**config.mk**
```make
export PLATFORM = sky130hd
export DESIGN_NAME = alarm_timekeeper_flat
export DESIGN_NICKNAME = d
export VERILOG_FILES = /design/src/rtl/timekeeper_pkg.sv /design/src/rtl/alarm_timekeeper_if.sv /design/src/rtl/bin2bcd_2dig.sv /design/src/rtl/alarm_timekeeper.sv /design/src/flat_wrapper.sv
export SDC_FILE = /design/constraint.sdc
export NUM_CORES = 1
export LEC_CHECK = 0
export ABC_CLOCK_PERIOD_IN_PS = 2500
export CAP_MARGIN = 15
export CELL_PAD_IN_SITES_DETAIL_PLACEMENT = 0
export CELL_PAD_IN_SITES_GLOBAL_PLACEMENT = 1
export CORE_MARGIN = 1
export CORE_UTILIZATION = 29
export DETAILED_ROUTE_END_ITERATION = 8
export GPL_ROUTABILITY_DRIVEN = 0
export GPL_TIMING_DRIVEN = 0
export MAX_ROUTING_LAYER = met4
export PLACE_DENSITY = 0.81
export RECOVER_POWER = 50
export REMOVE_ABC_BUFFERS = 1
export SYNTH_ARGS = -nofsm -noshare
export SYNTH_HDL_FRONTEND = slang
export SYNTH_SLANG_ARGS = --single-unit
```
**constraint.sdc**
```tcl
create_clock -name clk -period 2.5 [get_ports clk]
set_clock_uncertainty 0.05 [all_clocks]
set_input_delay 0.25 -clock clk [delete_from_list [all_inputs] [get_ports clk]]
set_output_delay 0.25 -clock clk [all_outputs]
set_load 0.01 [all_outputs]
```
**src/rtl/timekeeper_pkg.sv**
```systemverilog
// Shared types and constants for the alarm timekeeper: 24 h time struct, FSM states, range check.
// Latency: n/a (declarations only).
// Backpressure: n/a.
package timekeeper_pkg;

  localparam logic [4:0] MAX_HOUR   = 5'd23;
  localparam logic [5:0] MAX_MINSEC = 6'd59;

  // Internal time is always 24 h; packed so it lines up with the 17-bit time buses.
  typedef struct packed {
    logic [4:0] hour;
    logic [5:0] min;
    logic [5:0] sec;
  } tk_time_t;

  typedef enum logic {
    ST_RUN   = 1'b0,
    ST_PAUSE = 1'b1
  } tk_state_t;

  function automatic logic time_valid(input tk_time_t t);
    return (t.hour <= MAX_HOUR) && (t.min <= MAX_MINSEC) && (t.sec <= MAX_MINSEC);
  endfunction

endpackage

```
**src/rtl/alarm_timekeeper_if.sv**
```systemverilog
// Control, alarm-programming and display bundle of the alarm timekeeper.
// Latency: n/a (wiring only).
// Backpressure: none; every input is sampled each clk.
interface alarm_timekeeper_if #(
  parameter int NUM_ALARMS = 2
);
  localparam int SEL_W = (NUM_ALARMS > 1) ? $clog2(NUM_ALARMS) : 1;

  logic                  tick;
  logic                  time_ow;
  logic [16:0]           time_in;
  logic [16:0]           initial_time;
  logic                  time_pause;
  logic                  hour_inc;
  logic                  hour_dec;
  logic                  min_inc;
  logic                  min_dec;
  logic                  alarm_wr;
  logic                  alarm_clr;
  logic [SEL_W-1:0]      alarm_sel;
  logic                  alarm_ack;
  logic [NUM_ALARMS-1:0] alarm_ring;
  logic [4:0]            hour_out;
  logic [5:0]            min_out;
  logic [5:0]            sec_out;
  logic                  pm;
  logic                  running;
  logic [23:0]           bcd_out;

  modport master (
    output tick, time_ow, time_in, initial_time, time_pause,
    output hour_inc, hour_dec, min_inc, min_dec,
    output alarm_wr, alarm_clr, alarm_sel, alarm_ack,
    input  alarm_ring, hour_out, min_out, sec_out, pm, running, bcd_out
  );

  modport slave (
    input  tick, time_ow, time_in, initial_time, time_pause,
    input  hour_inc, hour_dec, min_inc, min_dec,
    input  alarm_wr, alarm_clr, alarm_sel, alarm_ack,
    output alarm_ring, hour_out, min_out, sec_out, pm, running, bcd_out
  );

endinterface

```
**src/rtl/bin2bcd_2dig.sv**
```systemverilog
// Splits a 0..63 binary value into tens and ones BCD digits.
// Latency: combinational.
// Backpressure: none.
module bin2bcd_2dig (
  input  logic [5:0] bin,
  output logic [3:0] tens,
  output logic [3:0] ones
);

  assign tens = 4'(bin / 6'd10);
  assign ones = 4'(bin % 6'd10);

endmodule

```
**src/rtl/alarm_timekeeper.sv**
```systemverilog
// Time-of-day keeper with RUN/PAUSE FSM, button editing, time overwrite and optional alarms (ALARM_TIMEKEEPER_ALARM_EN).
// Latency: time/alarm state registered; display, pm and BCD follow the registers combinationally.
// Backpressure: none; tick, button edges and writes are consumed in the clk they arrive.
module alarm_timekeeper
  import timekeeper_pkg::*;
#(
  parameter int HOUR_12    = 0,
  parameter int NUM_ALARMS = 2
) (
  input logic               clk,
  input logic               time_reset_n,
  alarm_timekeeper_if.slave bus
);

  if (NUM_ALARMS < 1 || NUM_ALARMS > 4) begin : g_bad_num_alarms
    $error("NUM_ALARMS must be in 1..4");
  end

  tk_state_t  state_q, state_nxt;
  tk_time_t   time_q, time_nxt, tick_time, edit_time, ow_time, init_time;
  logic [4:0] btn_now, btn_q, btn_edge;
  logic       pause_edge, hr_inc_edge, hr_dec_edge, mn_inc_edge, mn_dec_edge;
  logic       running;
  logic       tick_adv;
  logic [4:0] disp_hour;
  logic       pm_flag;
  logic [7:0] bcd_hour, bcd_min, bcd_sec;

  assign ow_time   = bus.time_in;
  assign init_time = bus.initial_time;

  assign btn_now  = {bus.time_pause, bus.hour_inc, bus.hour_dec, bus.min_inc, bus.min_dec};
  assign btn_edge = btn_now & ~btn_q;
  assign {pause_edge, hr_inc_edge, hr_dec_edge, mn_inc_edge, mn_dec_edge} = btn_edge;

  // One registered sample per button so a held button yields a single rising edge.
  always_ff @(posedge clk) begin
    if (!time_reset_n) btn_q <= '0;
    else               btn_q <= btn_now;
  end

  // FSM state register; reset always lands in RUN.
  always_ff @(posedge clk) begin
    if (!time_reset_n) state_q <= ST_RUN;
    else               state_q <= state_nxt;
  end

  // FSM next state and running flag: each pause press toggles RUN/PAUSE.
  always_comb begin
    state_nxt = state_q;
    running   = (state_q == ST_RUN);
    if (pause_edge) state_nxt = (state_q == ST_RUN) ? ST_PAUSE : ST_RUN;
  end

  // One-second advance with sec->min->hour carries; 23:59:59 wraps to midnight in one step.
  always_comb begin
    tick_time = time_q;
    if (time_q.sec == MAX_MINSEC) begin
      tick_time.sec = 6'd0;
      if (time_q.min == MAX_MINSEC) begin
        tick_time.min  = 6'd0;
        tick_time.hour = (time_q.hour == MAX_HOUR) ? 5'd0 : time_q.hour + 5'd1;
      end else begin
        tick_time.min = time_q.min + 6'd1;
      end
    end else begin
      tick_time.sec = time_q.sec + 6'd1;
    end
  end

  // Button edits with wrap-around; opposing edges on the same field cancel out, seconds untouched.
  always_comb begin
    edit_time = time_q;
    if (hr_inc_edge && !hr_dec_edge)
      edit_time.hour = (time_q.hour == MAX_HOUR) ? 5'd0 : time_q.hour + 5'd1;
    else if (hr_dec_edge && !hr_inc_edge)
      edit_time.hour = (time_q.hour == 5'd0) ? MAX_HOUR : time_q.hour - 5'd1;
    if (mn_inc_edge && !mn_dec_edge)
      edit_time.min = (time_q.min == MAX_MINSEC) ? 6'd0 : time_q.min + 6'd1;
    else if (mn_dec_edge && !mn_inc_edge)
      edit_time.min = (time_q.min == 6'd0) ? MAX_MINSEC : time_q.min - 6'd1;
  end

  // Only a real tick advance in RUN may trigger an alarm, never a load or an edit.
  assign tick_adv = (state_q == ST_RUN) && bus.tick && !bus.time_ow;

  // Next-time select: overwrite beats tick and buttons; an out-of-range load is dropped.
  always_comb begin
    time_nxt = time_q;
    if (bus.time_ow) begin
      if (time_valid(ow_time)) time_nxt = ow_time;
    end else if (state_q == ST_RUN) begin
      if (bus.tick) time_nxt = tick_time;
    end else begin
      time_nxt = edit_time;
    end
  end

  // Time register; reset loads initial_time, or midnight if it is out of range.
  always_ff @(posedge clk) begin
    if (!time_reset_n) begin
      if (time_valid(init_time)) time_q <= init_time;
      else                       time_q <= '0;
    end else begin
      time_q <= time_nxt;
    end
  end

  // Display hour mapping; the stored time stays in 24 h form either way.
  always_comb begin
    disp_hour = time_q.hour;
    pm_flag   = 1'b0;
    if (HOUR_12 != 0) begin
      if (time_q.hour == 5'd0) begin
        disp_hour = 5'd12;
      end else if (time_q.hour > 5'd12) begin
        disp_hour = time_q.hour - 5'd12;
        pm_flag   = 1'b1;
      end else if (time_q.hour == 5'd12) begin
        pm_flag = 1'b1;
      end
    end
  end

  bin2bcd_2dig u_bcd_hour (.bin({1'b0, disp_hour}), .tens(bcd_hour[7:4]), .ones(bcd_hour[3:0]));
  bin2bcd_2dig u_bcd_min  (.bin(time_q.min),        .tens(bcd_min[7:4]),  .ones(bcd_min[3:0]));
  bin2bcd_2dig u_bcd_sec  (.bin(time_q.sec),        .tens(bcd_sec[7:4]),  .ones(bcd_sec[3:0]));

  assign bus.hour_out = disp_hour;
  assign bus.min_out  = time_q.min;
  assign bus.sec_out  = time_q.sec;
  assign bus.pm       = pm_flag;
  assign bus.running  = running;
  assign bus.bcd_out  = {bcd_hour, bcd_min, bcd_sec};

`ifdef ALARM_TIMEKEEPER_ALARM_EN
  localparam int SEL_W = (NUM_ALARMS > 1) ? $clog2(NUM_ALARMS) : 1;

  logic [NUM_ALARMS-1:0] ring_q, ring_hit;
  logic                  wr_ok;

  assign wr_ok = (bus.time_in[16:12] <= MAX_HOUR) && (bus.time_in[11:6] <= MAX_MINSEC);

  // Selects beyond the last channel match no channel and are thereby ignored.
  for (genvar i = 0; i < NUM_ALARMS; i++) begin : g_alarm
    logic        sel_hit;
    logic        en_q;
    logic [10:0] hm_q;

    assign sel_hit = (bus.alarm_sel == SEL_W'(i));

    // Alarm programming; a clear on this channel overrides a same-cycle write.
    always_ff @(posedge clk) begin
      if (!time_reset_n) begin
        en_q <= 1'b0;
      end else if (sel_hit && bus.alarm_clr) begin
        en_q <= 1'b0;
      end else if (sel_hit && bus.alarm_wr && wr_ok) begin
        en_q <= 1'b1;
        hm_q <= bus.time_in[16:6];
      end
    end

    assign ring_hit[i] = en_q && tick_adv && (tick_time.sec == 6'd0) &&
                         ({tick_time.hour, tick_time.min} == hm_q);
  end

  // Latched ring flags; acknowledge beats a same-cycle hit.
  always_ff @(posedge clk) begin
    if (!time_reset_n)     ring_q <= '0;
    else if (bus.alarm_ack) ring_q <= '0;
    else                   ring_q <= ring_q | ring_hit;
  end

  assign bus.alarm_ring = ring_q;
`else
  logic unused_alarm_inputs;
  assign unused_alarm_inputs = ^{bus.alarm_wr, bus.alarm_clr, bus.alarm_sel, bus.alarm_ack, tick_adv};
  assign bus.alarm_ring = '0;
`endif

endmodule

```
**src/flat_wrapper.sv**
```systemverilog
// flat-port wrapper written by rule: the top's interface ports become plain ports
module alarm_timekeeper_flat import timekeeper_pkg::*;
#(
  parameter int HOUR_12    = 0,
  parameter int NUM_ALARMS = 2
)
  (clk, time_reset_n, bus_tick, bus_time_ow, bus_time_in, bus_initial_time, bus_time_pause, bus_hour_inc, bus_hour_dec, bus_min_inc, bus_min_dec, bus_alarm_wr, bus_alarm_clr, bus_alarm_sel, bus_alarm_ack, bus_alarm_ring, bus_hour_out, bus_min_out, bus_sec_out, bus_pm, bus_running, bus_bcd_out);
  alarm_timekeeper_if #(.NUM_ALARMS(NUM_ALARMS)) bus_i ();
  input logic clk;
  input logic time_reset_n;
  input wire logic [$bits(bus_i.tick)-1:0] bus_tick;
  input wire logic [$bits(bus_i.time_ow)-1:0] bus_time_ow;
  input wire logic [$bits(bus_i.time_in)-1:0] bus_time_in;
  input wire logic [$bits(bus_i.initial_time)-1:0] bus_initial_time;
  input wire logic [$bits(bus_i.time_pause)-1:0] bus_time_pause;
  input wire logic [$bits(bus_i.hour_inc)-1:0] bus_hour_inc;
  input wire logic [$bits(bus_i.hour_dec)-1:0] bus_hour_dec;
  input wire logic [$bits(bus_i.min_inc)-1:0] bus_min_inc;
  input wire logic [$bits(bus_i.min_dec)-1:0] bus_min_dec;
  input wire logic [$bits(bus_i.alarm_wr)-1:0] bus_alarm_wr;
  input wire logic [$bits(bus_i.alarm_clr)-1:0] bus_alarm_clr;
  input wire logic [$bits(bus_i.alarm_sel)-1:0] bus_alarm_sel;
  input wire logic [$bits(bus_i.alarm_ack)-1:0] bus_alarm_ack;
  output wire logic [$bits(bus_i.alarm_ring)-1:0] bus_alarm_ring;
  output wire logic [$bits(bus_i.hour_out)-1:0] bus_hour_out;
  output wire logic [$bits(bus_i.min_out)-1:0] bus_min_out;
  output wire logic [$bits(bus_i.sec_out)-1:0] bus_sec_out;
  output wire logic [$bits(bus_i.pm)-1:0] bus_pm;
  output wire logic [$bits(bus_i.running)-1:0] bus_running;
  output wire logic [$bits(bus_i.bcd_out)-1:0] bus_bcd_out;
  assign bus_i.tick = bus_tick;
  assign bus_i.time_ow = bus_time_ow;
  assign bus_i.time_in = bus_time_in;
  assign bus_i.initial_time = bus_initial_time;
  assign bus_i.time_pause = bus_time_pause;
  assign bus_i.hour_inc = bus_hour_inc;
  assign bus_i.hour_dec = bus_hour_dec;
  assign bus_i.min_inc = bus_min_inc;
  assign bus_i.min_dec = bus_min_dec;
  assign bus_i.alarm_wr = bus_alarm_wr;
  assign bus_i.alarm_clr = bus_alarm_clr;
  assign bus_i.alarm_sel = bus_alarm_sel;
  assign bus_i.alarm_ack = bus_alarm_ack;
  assign bus_alarm_ring = bus_i.alarm_ring;
  assign bus_hour_out = bus_i.hour_out;
  assign bus_min_out = bus_i.min_out;
  assign bus_sec_out = bus_i.sec_out;
  assign bus_pm = bus_i.pm;
  assign bus_running = bus_i.running;
  assign bus_bcd_out = bus_i.bcd_out;
  alarm_timekeeper #(.HOUR_12(HOUR_12), .NUM_ALARMS(NUM_ALARMS)) u_core (.clk(clk), .time_reset_n(time_reset_n), .bus(bus_i));
endmodule
```
# Yosys cells after proc, flatten, opt, wreduce, memory -nomap -nowiden
# Cells that the tools add are included.
[classes] addsub=5 div=6 order_cmp=6 eq_ne=11 mux=18 bitwise_logic=3 n_reduce_logical=17
[ops] cell="17-bit 2-to-1 mux" n=6
[ops] cell="6-bit 2-to-1 mux" n=5
[ops] cell="5-bit 2-to-1 mux" n=5
[ops] cell="6-bit <= comparator (second input constant)" n=4
[ops] cell="6-bit by 1-bit adder with 6-bit output (second input constant)" n=2
[ops] cell="6-bit by 4-bit divider with 6-bit output (second input constant)" n=2
[ops] cell="6-bit equality test (second input constant)" n=2
[ops] cell="6-bit by 4-bit modulo with 6-bit output (second input constant)" n=2
[ops] cell="4-bit by 1-bit inequality test with 1-bit output (second input constant)" n=3
[ops] cell="11-bit 2-to-1 mux" n=1
[ops] cell="5-bit <= comparator (second input constant)" n=2
[ops] cell="5-bit inequality test (second input constant)" n=2
[ops] cell="1-bit logical AND" n=8
[ops] cell="5-bit by 4-bit divider with 6-bit output (second input constant)" n=1
[ops] cell="6-bit logical NOT" n=1
[ops] cell="5-bit by 4-bit modulo with 6-bit output (second input constant)" n=1
[ops] cell="6-bit by 1-bit subtractor with 6-bit output (second input constant)" n=1
[ops] cell="5-bit by 1-bit adder with 5-bit output (second input constant)" n=1
[ops] cell="5-bit AND" n=1
[ops] cell="5-bit equality test (second input constant)" n=1
[ops] cell="5-bit logical NOT" n=1
[ops] cell="5-bit inverter" n=1
[ops] cell="5-bit AND reduction" n=1
[ops] cell="5-bit by 1-bit subtractor with 5-bit output (second input constant)" n=1
[ops] cell="other kinds (8)" n=11
[word_totals] ff_bits=23 input_bits=47 output_inout_bits=45 wordCells=71

# Depth between registers and ports, before layout
# Gate-level depths: netlist of the first run.
[logic_depth] word_depth=9 ltp_mapped=9 depth_no_buf=8

# By module
# A second synthesis of the first run with hierarchy kept.
[hier_totals] cells_unflattened=353 area_unflattened_um2=2761.4
[by_module_without_submodules] module="alarm_timekeeper" instances=1 cells_per_inst=194 area_per_inst_um2=1721.7 seq_area_each_um2=630.6
[by_module_without_submodules] module="bin2bcd_2dig" instances=3 cells_per_inst=53 area_per_inst_um2=346.6 seq_area_each_um2=0.0

# Worst setup path before layout of the first run
# OpenSTA, ideal clock, no wires.
[synth_timing] kind="reg2out" startpoint="reg u_core.time_q (netlist bit u_core.bus.sec_out[4])" endpoint="out bus_bcd_out[3]" arrival_time_ns=2.279 t_required_ns=2.200 setup_slack_ns=-0.079 stages_incl_launch_ff=10 path_buffers=1 cell_sequence="edfxtp_1 -> buf_2 -> inv_2 -> ha_1 -> mux2_2 -> a311o_1 -> and2_1 -> ha_1 -> o21bai_1 -> a22o_1"
[synth_via] elab_chain_cells=1
[synth_rtl] item="start: declaration" line="alarm_timekeeper.sv:20" source="tk_time_t time_q, time_nxt, tick_time, edit_time, ow_time, init_time;"
[synth_rtl] item="start signal: assignment" line="alarm_timekeeper.sv:102" source="if (time_valid(init_time)) time_q <= init_time;"
[synth_rtl] item="start signal: assignment" line="alarm_timekeeper.sv:105" source="time_q <= time_nxt;"
[synth_rtl] item="6-bit by 4-bit modulo with 6-bit output" line="bin2bcd_2dig.sv:11" source="assign ones = 4'(bin % 6'd10);"
[synth_rtl] item="end: declaration" line="flat_wrapper.sv:30" source="output wire logic [$bits(bus_i.bcd_out)-1:0] bus_bcd_out;"
# Every way passes these cells.

# Worst setup path after layout of the first run
[layout_timing] startpoint="reg u_core.time_q (netlist bit u_core.bus.sec_out[3])" endpoint="out bus_bcd_out[3]"
# Same word-level chain as after synthesis.

==> results of run 1 <==
## per-layer routing
metal / global-route usage [%] / routed length (microns)
met4: 3.283 / 105
met2: 29.02 / 3711
met3: 3.221 / 473
met1: 20.49 / 3182
met5: - / 0
## power groups by stage
stage	Combinational, mW	Clock [mW]	Sequential [mW]
6_report	1.25	0.225	0.538
5_1_grt	1.37	0.249	0.546
4_1_cts	1.23	0.230	0.537
3_5_place_dp	1.02	0	0.620
3_3_place_gp	1.01	0	0.618
2_1_floorplan	0.543	0	0.604
## stage by stage
stage	worst slack (ns)	setup TNS, ns
after detailed placement	-0.6546	-5.214
after CTS	-0.1498	-0.1498
after global routing	-0.2754	-0.8280
after global placement	-0.6251	-4.185
after floorplan	-0.07274	-0.07274
final	-0.1680	-0.1925
## worst max-delay path, stage by stage (launching register included)
cell and delay [ns]:
edfxtp_1 0.47, ha_4 0.31, nor4bb_2 0.28, a311oi_1 0.07, buf_4 0.17, and2_4 0.16
ha_4 0.15, o21bai_1 0.15, a22o_1 0.20, buf_2 0.13
## logic make-up (layout without fill, tap and decap cells)
family | Yosys count | count (layout)
compound gates | 88 | 88
xor+xnor | 11 | 11
fa+ha+maj | 19 | 19
buf+inv | 50 | 135
flops | 23 | 23
mux | 5 | 5
other cells | 1 | 7
simple gates | 109 | 109
## registers in the layout, indices dropped and copies added, names as in the netlist
register	count
u_core.state_q	1
u_core.btn_q	5
u_core.bus.sec_out	6
u_core.bus.min_out	6
u_core.bus.hour_out	5
## layout make-up
type                            count  area share (%)
Clock buffer                        4           1.233
Multi-Input combinational cell    239           48.10
Sequential cell                    23           17.27
Timing Repair Buffer              111           27.75
Tap cell                          105           3.597
Inverter                           20           2.056
## layout by cell type (no fill, tap or decap), types with 12 or more instances in the layout
cell,n
a21oi_1,13
buf_4,27
clkdlybuf4s50_1,57
dlygate4sd3_1,13
edfxtp_1,17
ha_1,16
inv_1,18
nand2_1,24
nand2b_1,12
nor2_1,13
o21ai_1,13
## worst max path at each step
| stage | startpoint | endpoint | slack (ns) | cells after the start |
|---|---|---|---|---|
| CTS | u_core.bus.sec_out[4]$_DFFE_PP_ | bus_bcd_out[3] | -0.15 | 9 |
| global route | u_core.bus.sec_out[3]$_DFFE_PP_ | bus_bcd_out[3] | -0.28 | 9 |
| floorplan | u_core.bus.sec_out[3]$_DFFE_PP_ | bus_bcd_out[3] | -0.07 | 7 |
| global placement | u_core.bus.sec_out[3]$_DFFE_PP_ | bus_bcd_out[3] | -0.63 | 8 |
| detailed placement | u_core.bus.sec_out[3]$_DFFE_PP_ | bus_bcd_out[3] | -0.65 | 8 |
| finish | u_core.bus.sec_out[3]$_DFFE_PP_ | bus_bcd_out[3] | -0.17 | 9 |
## timing repair
| item | 4_1_cts | 5_1_grt |
|---|---|---|
| pin swaps | 10 | 3 |
| setup buffers | 27 | 4 |
| endpoints found under the setup margin | 17 | 19 |
| resized for setup | 31 | 11 |
==> flow_summary_export.csv, run 1 <==
group,metric,value,unit
synth,yosysWarningCount,0,
cells_and_area,seq_area,630.6,sq um
power,switching_share,38.70,%
sta,worst_slack,-0.1680,ns
power,power.total,2.017,mW
sta,timing.final.max_slew_violations,0,
power,cellPowerDensity,552.2,mW/mm^2
synth,synth_compound_area_share,24.54,%
synth,netlist_area,0.002494,sq mm
synth,post-synth-top-area-fraction,20.47,%
sta,maxSlewHeadroom,53.08,%
synth,synth_cell_types,62,
sta,fin_hold_ws,0.5408,ns
cts,clk_pin_slew,0.08,ns
power,switchingPower,0.7805,mW
cts,insertion_delay,0.26,ns
synth,avgSynthCellArea,8.149,sq um
sta,period_needed,2.668,ns
synth,synth-xor-area-share,3.864,%
floorplanning,dieArea,0.008974,sq mm
setup_path,end_kind,"output pin",
setup_path,crit_fanout,3,
cts,root_buffer,"clkbuf_8",
cts,cts.sinks,23,
floorplanning,io_pins,92,
cts,clockBufferDepth,2,
synth,muxShareOfSynthArea,2.107,%
setup_path,arrival,2.37,ns
cells_and_area,final_nets,463,
power,p_leak,1.470,nW
power,intPower,1.236,mW
synth,synth_edf_count,17,
hold_path,hold-path-endpoint,"u_core.btn_q[4]$_SDFF_PN0_",
drt,ant_nets,0,
grt,grt_pass1_wl,11.74,mm
cells_and_area,syn2layout_area_growth,46.46,%
hold_path,holdCritPathClass,"input port to flop",
drt,via_per_inst,5.259,
drt,dr.first_iter.drc_count,142,
sta,period_share,106.7,%
power,sequentialPowerShare,26.7,%
floorplanning,row_count,33,
setup_path,start_kind,"flop",
status,status,"finished, violations left",
cells_and_area,antenna_cells,0,
cts,ctsHoldBuffers,0,
setup_path,crit_required,2.20,ns
synth,async_flop_share,0,%
sta,finalSetupViolations,2,
synth,yosysMostFrequentCell,"nand2_1",
sta,rsz0062_at_grt,"true",
synth,ys.flop_type,"edfxtp_1",
floorplanning,die_h,94.73,microns
grt,first_global_vias,2498,
synth,synth_top_family_by_area,"compound AO/OA/AOI/OAI gates",
cts,numCtsBuffers,3,
grt,grt_usage,16.86,%
cells_and_area,multi_input_area,0.001757,sq mm
synth,netlist.top_cell.by_area,"edfxtp_1",
synth,ys_top_cells_by_count,"nand2_1 (24), ha_1 (18), inv_1 (18)",
cts,cts_tree,"built",
grt,gr-total-overflow,0,
drt,drt_wl_total,7.473,mm
synth,synth_fa_ha_area_share,9.433,%
sta,max_freq,374.8,MHz
cells_and_area,drive_gt1_share,15.37,%
place,dp.cells,467,
synth,syn_inst,306,
floorplanning,start_util,30.20,%
hold_path,worstHoldPathCells,2,
power,clkPwrFrac,11.2,%
setup_path,reg2reg_slack,0.20,ns
sta,tightest_slew,0.7005,ns
drt,first_pass_iters,6,
cells_and_area,fin_area,0.003652,sq mm
power,pwr-share-comb,62.2,%
setup_path,critPathKind,"flop to output pin",
synth,synth-simple-area-share,24.39,%
setup_path,rr_startpoint,"u_core.bus.sec_out[2]$_DFFE_PP_",
synth,synth-seq-cells,23,
drt,num_vias,2640,
synth,synth-seq-area-share,25.29,%
floorplanning,coreArea,0.008258,sq mm
synth,synthTopCellsByArea,"edfxtp_1 (20%), ha_1 (9.0%), dfxtp_1 (4.8%)",
status,violations,"setup timing",
setup_path,rr_worst_depth,4,
drt,drc,0,
grt,antenna_found_initial,0,
sta,hold_viol,0,
power,vdd_drop_max,0.2822,mV
cells_and_area,fill_cells,825,
hold_path,min-delay-start,"bus_time_pause",
run,maxCapViolCount,0,
drt,wl_per_cell,14.89,microns
cts,h-tree-depth,1,
place,dpl-instance-area,0.003268,sq mm
floorplanning,die-width,94.73,microns
place,port_buffers,80,
place,hpwl,5.184,mm
setup_path,r2r-end,"u_core.bus.hour_out[2]$_DFFE_PP_",
grt,grt_max_degree,20,
cells_and_area,fin_cells,502,
cells_and_area,post-route-util,44.23,%
Note: power is estimated with default switching activity, not from simulation.
==> run 2, diff against run 1 <==
--- a/config.mk
+++ b/config.mk
@@ -7,15 +7,13 @@
 export LEC_CHECK = 0
 export ABC_CLOCK_PERIOD_IN_PS = 2500
 export CAP_MARGIN = 15
-export CELL_PAD_IN_SITES_DETAIL_PLACEMENT = 0
-export CELL_PAD_IN_SITES_GLOBAL_PLACEMENT = 1
 export CORE_MARGIN = 1
-export CORE_UTILIZATION = 29
+export CORE_UTILIZATION = 42
+export CTS_BUF_LIST = sky130_fd_sc_hd__clkbuf_8
 export DETAILED_ROUTE_END_ITERATION = 8
 export GPL_ROUTABILITY_DRIVEN = 0
-export GPL_TIMING_DRIVEN = 0
 export MAX_ROUTING_LAYER = met4
-export PLACE_DENSITY = 0.81
+export PLACE_DENSITY = 0.83
 export RECOVER_POWER = 50
 export REMOVE_ABC_BUFFERS = 1
 export SYNTH_ARGS = -nofsm -noshare
==> run 2 against run 1 <==
  * The run still ends with setup timing left
  * Setup slack improved by 0.035 ns
  * Non-clock buffer count increased by 12
  * Hold slack got worse by 0.0084 ns
  * Total power increased by 0.32%
  * Global-route usage increased by 7.2 points
  * First-iteration DRC count increased by 33%
  * Core utilization increased by 20 points
  * Die area decreased by 30%
  * Combinational power about the same
  * Largest power group unchanged
==> flow_summary_export.csv, run 2 (synthesis gave the netlist of run 1 again) <==
group,metric,value,unit
status,status,"finished, violations left",
status,violations,"setup timing",
setup_path,critPathKind,"flop to output pin",
setup_path,start_kind,"flop",
power,sequentialPowerShare,25.8,%
floorplanning,dieArea,0.006250,sq mm
drt,dr.first_iter.drc_count,189,
power,switching_share,39.05,%
drt,num_vias,2759,
drt,drt-met1-wl,3.021,mm
cells_and_area,post-route-util,64.64,%
power,cellPowerDensity,558.1,mW/mm^2
sta,tightest_slew,0.9302,ns
drt,drt_wl_total,7.497,mm
sta,maxSlewHeadroom,37.98,%
drt,dr_wl_met2,3.664,mm
floorplanning,die_h,79.06,microns
setup_path,cp_top_family,"compound AO/OA/AOI/OAI gates",
hold_path,holdCritPathClass,"input port to flop",
floorplanning,coreArea,0.005608,sq mm
setup_path,cp-endpoint,"bus_bcd_out[3]",
place,place_ws,-0.3431,ns
power,intPower,1.233,mW
sta,period_share,105.3,%
drt,via_per_inst,5.736,
setup_path,cp_cell_sequence,"inv_2 -> ha_4 -> mux2_4 -> a311o_1 -> and2_4 -> ha_4 -> o21bai_1 -> a22o_1 -> buf_2",
cts,h-tree-depth,1,
setup_path,cp_common_cell,"ha_4",
cells_and_area,antenna_cells,0,
setup_path,rr_startpoint,"u_core.bus.min_out[1]$_DFFE_PP_",
cells_and_area,drive_gt1_share,16.38,%
grt,grt_max_degree,18,
setup_path,end_kind,"output pin",
setup_path,r2r-end,"u_core.bus.min_out[2]$_DFFE_PP_",
power,switchingPower,0.7901,mW
grt,gr-total-overflow,0,
cts,root_buffer,"clkbuf_8",
floorplanning,die-width,79.06,microns
cells_and_area,syn2layout_area_growth,45.36,%
cts,insertion_delay,0.27,ns
place,hpwl,5.486,mm
setup_path,reg2reg_slack,0.28,ns
sta,finalSetupViolations,2,
power,power.total,2.023,mW
drt,first_pass_iters,5,
grt,grt_usage,24.05,%
floorplanning,row_count,27,
drt,routed-wl-met3,623,microns
power,vdd_drop_max,0.3652,mV
sta,timing.final.max_slew_violations,0,
setup_path,worstSetupPathDepth,9,
grt,first_global_vias,2638,
setup_path,crit_required,2.20,ns
run,maxCapViolCount,0,
floorplanning,start_util,44.47,%
setup_path,arrival,2.33,ns
setup_path,cp-startpoint,"u_core.bus.sec_out[4]$_DFFE_PP_",
drt,wl_per_cell,15.59,microns
power,p_leak,1.527,nW
setup_path,path_buf_inv,2,
cts,clockBufferDepth,2,
power,pwr-share-comb,62.6,%
setup_path,rr_worst_depth,7,
sta,rsz0062_at_grt,"true",
setup_path,crit_fanout,4,
cells_and_area,final_nets,475,
cts,numCtsBuffers,3,
sta,hold_viol,0,
cells_and_area,layout_common_cells,"clkdlybuf4s50_1 (50), buf_4 (40), nand2_1 (24)",
drt,highest_layer,"met4",
grt,antenna_found_initial,0,
place,port_buffers,80,
cts,cts.sinks,23,
sta,worst_slack,-0.1329,ns
sta,max_freq,379.8,MHz
floorplanning,io_pins,92,
setup_path,max_stage_delay,0.41,ns
cells_and_area,fin_cells,481,
power,clkPwrFrac,11.7,%
drt,drc,0,
cts,ctsHoldBuffers,0,
place,dp.cells,464,
sta,period_needed,2.633,ns
cts,clk_pin_slew,0.08,ns
setup_path,worst_path_max_delay_cell,"edfxtp_1",
sta,tns,-0.1459,ns
cts,cts_tree,"built",
grt,grt_pass1_wl,11.68,mm
cells_and_area,final_common_cell,"clkdlybuf4s50_1",
drt,ant_nets,0,
-- run 2: how the worst min path moves through the flow --
stage | start | to | slack [ns] | cells after the start
2_1_floorplan | time_reset_n | u_core.btn_q[0]$_SDFF_PN0_ | 0.32 | 1
3_3_place_gp | u_core.btn_q[4]$_SDFF_PN0_ | u_core.state_q$_SDFFE_PN0P_ | 0.53 | 3
3_5_place_dp | u_core.btn_q[4]$_SDFF_PN0_ | u_core.state_q$_SDFFE_PN0P_ | 0.57 | 3
4_1_cts | bus_time_pause | u_core.btn_q[4]$_SDFF_PN0_ | 0.54 | 2
5_1_grt | bus_time_pause | u_core.btn_q[4]$_SDFF_PN0_ | 0.55 | 2
6_report | bus_time_pause | u_core.btn_q[4]$_SDFF_PN0_ | 0.53 | 2
-- run 2: final cells by class --
class	count	area (sq um)
tap	72	90.09
fill	486	1983
clock inverter	1	5.005
multi-input combinational	239	1684
sequential	23	630.6
inverter	20	75.07
clock buffer	3	41.29
timing repair buffer	123	1099
-- run 2: stage by stage --
stage	hold WS, ns	instance area [sq um]
floorplan	0.3217	2336
global placement	0.5300	3452
detailed placement	0.5656	3452
CTS	0.5355	3590
global route	0.5516	3625
finish	0.5323	3625
-- run 2: worst reg2reg max path: cells and delay by family, from the launching register on --
kind            cells  cell delay, ns
buf+inv             2            0.25
simple gates        1            0.40
flops               1            0.40
fa+ha+maj           1            0.18
compound gates      3            0.70
-- run 2: timing repair --
item | 4_1_cts | 5_1_grt
pin swaps | 9 | 4
gates resized for setup | 28 | 8
setup endpoints to repair | 10 | 9
buffers inserted | 8 | 6
-- run 2: power groups by stage --
stage,sequential (mW),clock [mW],combinational (mW)
4_1_cts,0.520,0.238,1.24
6_report,0.521,0.236,1.27
5_1_grt,0.528,0.251,1.37
2_1_floorplan,0.604,0,0.543
3_3_place_gp,0.530,0,1.17
3_5_place_dp,0.533,0,1.20
-- run 2: metal layers --
metal  up-vias  GRT usage, %
li1       1317             -
met4         0         8.545
met5         -             -
met1      1261         28.65
met2       161         40.69
met3        20         4.253
